<file path="config.mk">
export PLATFORM = sky130hd
export DESIGN_NAME = clock_div_multi
export DESIGN_NICKNAME = d
export VERILOG_FILES = /design/src/rtl/clock_div_multi.sv
export SDC_FILE = /design/constraint.sdc
export NUM_CORES = 1
export LEC_CHECK = 0
export ABC_AREA = 1
export CAP_MARGIN = 20
export CORE_AREA = 2 2 188 190
export CTS_BUF_LIST = sky130_fd_sc_hd__clkbuf_4 sky130_fd_sc_hd__clkbuf_8
export CTS_CLUSTER_DIAMETER = 150
export CTS_CLUSTER_SIZE = 12
export DETAILED_ROUTE_END_ITERATION = 12
export DIE_AREA = 0 0 190 192
export GPL_TIMING_DRIVEN = 0
export PLACE_DENSITY = 0.73
export SLEW_MARGIN = 10
export SYNTH_ARGS = -nofsm -noshare
export SYNTH_HDL_FRONTEND = slang
export SYNTH_SLANG_ARGS = --single-unit
</file>
<file path="constraint.sdc">
create_clock -name clock -period 5.2 [get_ports clock]
set_input_delay 0.78 -clock clock [delete_from_list [all_inputs] [get_ports clock]]
set_output_delay 0.78 -clock clock [all_outputs]
set_load 0.005 [all_outputs]
</file>
<file path="src/rtl/clock_div_multi.sv">
// Multi-channel programmable divider: per-channel period/high-time, glitch-free config apply.
// Optional macro CLOCK_DIV_MULTI_PHASE_EN adds phase_in for phase-offset restart on sync.
module clock_div_multi #(
    parameter int unsigned CHANNELS     = 4,
    parameter int unsigned CNT_WIDTH    = 16,
    parameter int unsigned RESET_PERIOD = 2,
    parameter int unsigned RESET_HIGH   = 1
) (
    input  logic                          clock,
    input  logic                          reset,
    input  logic [CHANNELS-1:0]           enable,
    input  logic [CHANNELS-1:0]           load,
    input  logic [CHANNELS*CNT_WIDTH-1:0] period_in,
    input  logic [CHANNELS*CNT_WIDTH-1:0] high_in,
`ifdef CLOCK_DIV_MULTI_PHASE_EN
    input  logic [CHANNELS*CNT_WIDTH-1:0] phase_in,
`endif
    input  logic                          sync,
    output logic [CHANNELS-1:0]           cfg_pending,
    output logic [CHANNELS-1:0]           div_clk,
    output logic [CHANNELS-1:0]           pos_change,
    output logic [CHANNELS-1:0]           neg_change
);

    typedef logic [CNT_WIDTH-1:0] cnt_t;

    for (genvar i = 0; i < CHANNELS; i++) begin : g_ch
        cnt_t cnt_q, cnt_d;
        cnt_t per_q, per_d;
        cnt_t high_q, high_d;
        cnt_t pend_per_q, pend_per_d;
        cnt_t pend_high_q, pend_high_d;
        cnt_t eff_per, eff_high, phase;
        logic pend_v_q, pend_v_d;
        logic level_q, level_d;
        logic was_en_q;
        logic wrap, restart, apply;

        always_comb begin
            wrap    = (per_q != '0) && (cnt_q == per_q - 1'b1);
            // Restart at phase 0 on sync or on the first cycle after a disable.
            restart = enable[i] && (sync || !was_en_q);
            apply   = pend_v_q && (!enable[i] || (per_q == '0) || wrap || restart);

            eff_per  = apply ? pend_per_q : per_q;
            eff_high = apply ? pend_high_q : high_q;

`ifdef CLOCK_DIV_MULTI_PHASE_EN
            phase = (sync && (phase_in[i*CNT_WIDTH +: CNT_WIDTH] < eff_per))
                    ? phase_in[i*CNT_WIDTH +: CNT_WIDTH] : '0;
`else
            phase = '0;
`endif

            if (!enable[i]) begin
                cnt_d = '0;
            end else if (restart) begin
                cnt_d = phase;
            end else if ((per_q == '0) || wrap) begin
                cnt_d = '0;
            end else begin
                cnt_d = cnt_q + 1'b1;
            end

            level_d = enable[i] && (eff_per != '0) && (cnt_d < eff_high);
            per_d   = eff_per;
            high_d  = eff_high;

            pend_per_d  = pend_per_q;
            pend_high_d = pend_high_q;
            if (load[i]) begin
                pend_per_d  = period_in[i*CNT_WIDTH +: CNT_WIDTH];
                pend_high_d = high_in[i*CNT_WIDTH +: CNT_WIDTH];
            end
            // A load coinciding with apply stays pending for the next boundary.
            pend_v_d = load[i] || (pend_v_q && !apply);
        end

        always_ff @(posedge clock or negedge reset) begin
            if (!reset) begin
                cnt_q       <= '0;
                per_q       <= CNT_WIDTH'(RESET_PERIOD);
                high_q      <= CNT_WIDTH'(RESET_HIGH);
                pend_per_q  <= '0;
                pend_high_q <= '0;
                pend_v_q    <= 1'b0;
                level_q     <= 1'b0;
                was_en_q    <= 1'b1;
            end else begin
                cnt_q       <= cnt_d;
                per_q       <= per_d;
                high_q      <= high_d;
                pend_per_q  <= pend_per_d;
                pend_high_q <= pend_high_d;
                pend_v_q    <= pend_v_d;
                level_q     <= level_d;
                was_en_q    <= enable[i];
            end
        end

        assign div_clk[i]     = level_q;
        assign cfg_pending[i] = pend_v_q;
        assign pos_change[i]  = reset & ~level_q & level_d;
        assign neg_change[i]  = reset & level_q & ~level_d;
    end

endmodule

</file>
==> summary.md <==
| Metric | Value |
|---|---|
| Pin count of the biggest net entering global routing | `slightly below 90` |
| Dominant combinational cell family by area after synthesis | `simple AND/OR/NAND/NOR gates` |
| Drt wl/cell | `roughly 14 um` |
| Clk slew on worst S/H paths | `roughly 80 ps` |
| Ys async rst share | `1.00` |
| Crit path max-delay family | `simple AND/OR/NAND/NOR gates` |
| Worst-Skew Late Latency | `650 ps` |
| Overall routed net length | `41.2 mm` |
| Number of remaining DRC errors | `0` |
| Final net count | `~2.6k` |
| Number of cells after detailed placement | `approximately 2.7k` |
| Mean area per synthesized cell | `between 8 and 9 um^2` |
| Cell type contributing the most total cell area after synthesis | `sky130_fd_sc_hd__dfrtp_1` |
| Data arrival time at the worst-slack endpoint | `4260 ps` |
| Deepest level of the CTS H-tree | `1` |
| Count of yosys warnings during synthesis | `0` |
| Total power of the final layout | `around 0.006 W` |
| Synth Instances | `approximately 2.1k` |
| R2R setup slack | `around 200 ps` |
| Clock Tree Root | `sky130_fd_sc_hd__clkbuf_8` |
| Initial core utilization | `0.519` |
| Final setup violation count | `0` |
| Required time of the worst setup path | `4420 ps` |
| Area fraction in compound gates after synthesis | `0.0659` |
| Internal power consumption | `0.00415 W` |
| Post-synth EDFFs | `0` |
| Area of the placeable core | `between 30000 and 40000 um^2` |
| Mux share of post-synthesis cell area | `0.0716` |
| Syn_nets | `between 2k and 2.5k` |
| CP max stage cell | `sky130_fd_sc_hd__dfstp_2` |
| Area of the mapped netlist | `17800 um^2` |
| VDD IR-drop max | `slightly above 0.3 mV` |
| Simple-gate portion of the synthesized area | `0.211` |
| Chip height | `192 um` |
| Clock buffer count from CTS | `31` |
| Layout overhead on the synthesized area | `21.5%` |
| Area after DPL | `19900 um^2` |
| Critical path launch point type | `register` |
| Worst path buffer plus inverter count | `5` |
| Total global routing overflow | `0` |
| Post-Route Skew | `approximately 14 ps` |
| Num ports | `155` |
| Relative slew slack | `0.470` |
| Number of standard cells in the final layout excluding fillers | `2844` |
| Die Area | `between 30000 and 40000 um^2` |
| First-pass GRT wire length | `roughly 68 mm` |
| CTS tree | `built` |
| Flip-flop and latch count after synthesis | `332` |
| Initial DRC count | `approximately 570` |
| Number of nets with antenna violations after detailed routing | `0` |
| Final critical-path share of the clock period | `0.968` |
| Fraction of the mapped netlist area in adder cells | `0.0507` |
| Worst R2R End | `g_ch[2].level_q$_DFF_PN0_` |
| Final period demand of the worst path | `5040 ps` |
| Total number of placement rows | `slightly below 70` |
| Number of detailed-routing iterations run before antenna repair | `5` |
| Fraction of post-synthesis cell area in the top cell type by area | `0.450` |
| Yosys cell types | `between 40 and 50` |
| Number of antenna violations at the first check in global routing | `0` |
| Cell mode on critical path | `sky130_fd_sc_hd__nor2_1` |
| Hold WC Path Type | `input pin to async pin` |
| Mean number of vias per cell | `slightly below 5` |
| Setup TNS | `0 ps` |
| Leading register cell type out of synthesis | `sky130_fd_sc_hd__dfrtp_1` |
| Number of global-route vias before repair | `between 10k and 15k` |
| Share of total power in the clock network | `0.280` |
| CP Launch Point | `g_ch[2].per_q[1]$_DFF_PN1_` |
| Sequential element share of the synthesized area | `0.468` |
| Power per Cell Area | `~270 nW/um^2` |
| Count of cells along the worst register-to-register path | `40` |
| Max-cap check violation count | `0` |
| Clock Tree Buf Depth | `3` |
| Final cell utilization of the core | `0.630` |
| Fin. Hold Viols | `0` |
| RSZ-0062 raised after global routing | `yes` |
| Nature of the critical path endpoint | `output pin` |
| Gp weighted congestion | `0.880` |
| Sinks on Clock Net | `332` |
| Combinational cell fraction of total power | `0.208` |
| R2R Path Start | `g_ch[2].per_q[1]$_DFF_PN1_` |
| Top fanout value on the critical path | `9` |
| Result of the run | `finished clean` |
| Total count of max-transition violations in the final report | `0` |
| Main area contributors after synthesis | `sky130_fd_sc_hd__dfrtp_1, sky130_fd_sc_hd__nand2_1, sky130_fd_sc_hd__inv_1, sky130_fd_sc_hd__mux2_2, sky130_fd_sc_hd__ha_1` |
| Net switching power of the design | `approximately 0.0017 W` |
| Total number of vias | `14.1k` |
| Share of the synthesized netlist area taken by xor and xnor gates | `0.0364` |
| Share of final-layout standard cells stronger than drive strength 1 | `0.179` |
| Final standard cell area without fillers | `around 22000 um^2` |
| Reported leakage power | `roughly 10 nW` |
| Fmax | `about 0.20 GHz` |
| IO Port Bufs | `150` |
| DPL Wire Length | `roughly 30 mm` |
| Part of the total power dissipated in sequential elements | `0.512` |
| Overall fraction of global-route tracks in use | `0.230` |
| Actual slew at the worst max-slew pin | `around 800 ps` |
| Die X | `between 150 and 200 um` |
| Peak per-stage delay on the critical path | `between 500 and 600 ps` |
| Worst setup path category | `register to output pin` |
| Switching part of the total power | `0.295` |
-- worst reg2reg max path, delay by kind of cell (launching register included) --
| family | cells | cell delay (ps) |
|---|---|---|
| DFF | 1 | 550 |
| buffers and inverters | 18 | 1940 |
| AOI/OAI and AO/OA | 4 | 540 |
| adders and majority gates | 2 | 460 |
| and+or+nand+nor | 16 | 1460 |
-- kinds of logic (layout without fill, tap and decap cells) --
family / count (synthesis) / count (layout)
xor gates and xnor gates: 74 / 74
muxes: 113 / 113
buffers and inverters: 434 / 694
AOI/OAI and AO/OA: 218 / 218
adders and majority gates: 72 / 72
and+or+nand+nor: 885 / 885
other: 0 / 1
DFF: 332 / 332
-- cell type report --
cell class              count  area (um^2)
diodes                      1         2.50
plain buffers              50          409
clock buffers              53          592
clock inverters             2         37.5
fillers                  2858        12700
inverters                 380         1430
multi-input cells        1362         8240
flip-flops and latches    332         8320
well taps                 455          569
repair buffers            209         2000
-- synthesized netlist by cell type, types with 6 or more instances --
| cell type | number |
|---|---|
| sky130_fd_sc_hd__nand4_1 | 11 |
| sky130_fd_sc_hd__o21ai_0 | 100 |
| sky130_fd_sc_hd__nor2_4 | 6 |
| sky130_fd_sc_hd__buf_4 | 9 |
| sky130_fd_sc_hd__nor3b_1 | 7 |
| sky130_fd_sc_hd__nor4_1 | 7 |
| sky130_fd_sc_hd__o21ai_1 | 49 |
| sky130_fd_sc_hd__nand2_4 | 8 |
| sky130_fd_sc_hd__a21oi_1 | 40 |
| sky130_fd_sc_hd__inv_1 | 372 |
| sky130_fd_sc_hd__ha_1 | 72 |
| sky130_fd_sc_hd__a211oi_1 | 7 |
| sky130_fd_sc_hd__dfstp_2 | 12 |
| sky130_fd_sc_hd__nand3_1 | 79 |
| sky130_fd_sc_hd__clkbuf_1 | 28 |
| sky130_fd_sc_hd__dfrtp_1 | 320 |
| sky130_fd_sc_hd__nor2_1 | 207 |
| sky130_fd_sc_hd__buf_6 | 7 |
| sky130_fd_sc_hd__nor2_2 | 14 |
| sky130_fd_sc_hd__o21a_1 | 7 |
| sky130_fd_sc_hd__nand2_1 | 496 |
| sky130_fd_sc_hd__inv_2 | 8 |
| sky130_fd_sc_hd__xnor2_1 | 29 |
| sky130_fd_sc_hd__xor2_1 | 45 |
| sky130_fd_sc_hd__nor3_1 | 29 |
| sky130_fd_sc_hd__mux2_2 | 113 |
-- layer usage --
metal | global-route usage | vias to the layer above | share of wire
li1 | - | 7122 | -
met1 | 0.304 | 6675 | 0.45
met2 | 0.393 | 232 | 0.47
met3 | 0.0338 | 71 | 0.041
met4 | 0.0692 | 0 | 0.033
met5 | 0 | - | 0
-- power by group through the flow --
| stage | clock network, W | registers, W | logic, W |
|---|---|---|---|
| 4_1_cts | 0.00170 | 0.00301 | 0.00115 |
| 3_3_place_gp | 0 | 0.00306 | 0.00104 |
| 3_5_place_dp | 0 | 0.00305 | 0.00109 |
| 2_1_floorplan | 0 | 0.00300 | 0.000736 |
| 5_1_grt | 0.00181 | 0.00305 | 0.00140 |
| 6_report | 0.00165 | 0.00301 | 0.00123 |
-- flip-flops by register name, indices dropped and copies added, names as in the netlist --
signal and cells:
g_ch.pend_per_q 64, g_ch.high_q 64, g_ch.pend_high_q 64, g_ch.pend_v_q 4, g_ch.per_q 64, g_ch.was_en_q 4, g_ch.level_q 4, g_ch.cnt_q 64
-- cell usage in the layout (no fill, tap or decap), drive strengths merged, types with 41 or more instances in the layout --
cell type and n:
a21oi 41, buf 92, clkbuf 78, clkdlybuf4s50 141, dfrtp 320, ha 72
inv 380, mux2 113, nand2 509, nand3 82, nor2 227, o21ai 149
xor2 45
-- repair_timing --
item / 4_1_cts / 5_1_grt
setup buffers: 36 / 22
pin swaps: 27 / 58
endpoints found under the setup margin: 8 / 9
gates resized for setup: 116 / 125
hold buffers: 0 / 0
-- worst max-delay path by stage --
stage / depth (start not counted) / to
after global placement: 1 / g_ch[2].pend_per_q[2]$_DFFE_PN0P_
after CTS: 28 / pos_change[2]
after detailed placement: 19 / pos_change[0]
after global routing: 28 / pos_change[2]
after floorplan: 27 / pos_change[2]
final: 28 / pos_change[2]
-- per-stage QoR --
stage,hold slack [ps],worst slack [ps]
3_3_place_gp,477,-10870
3_5_place_dp,486,-892
6_report,111,164
4_1_cts,109,-83.1
2_1_floorplan,461,1040
5_1_grt,146,-129
Note: power is estimated with default switching activity, not from simulation.
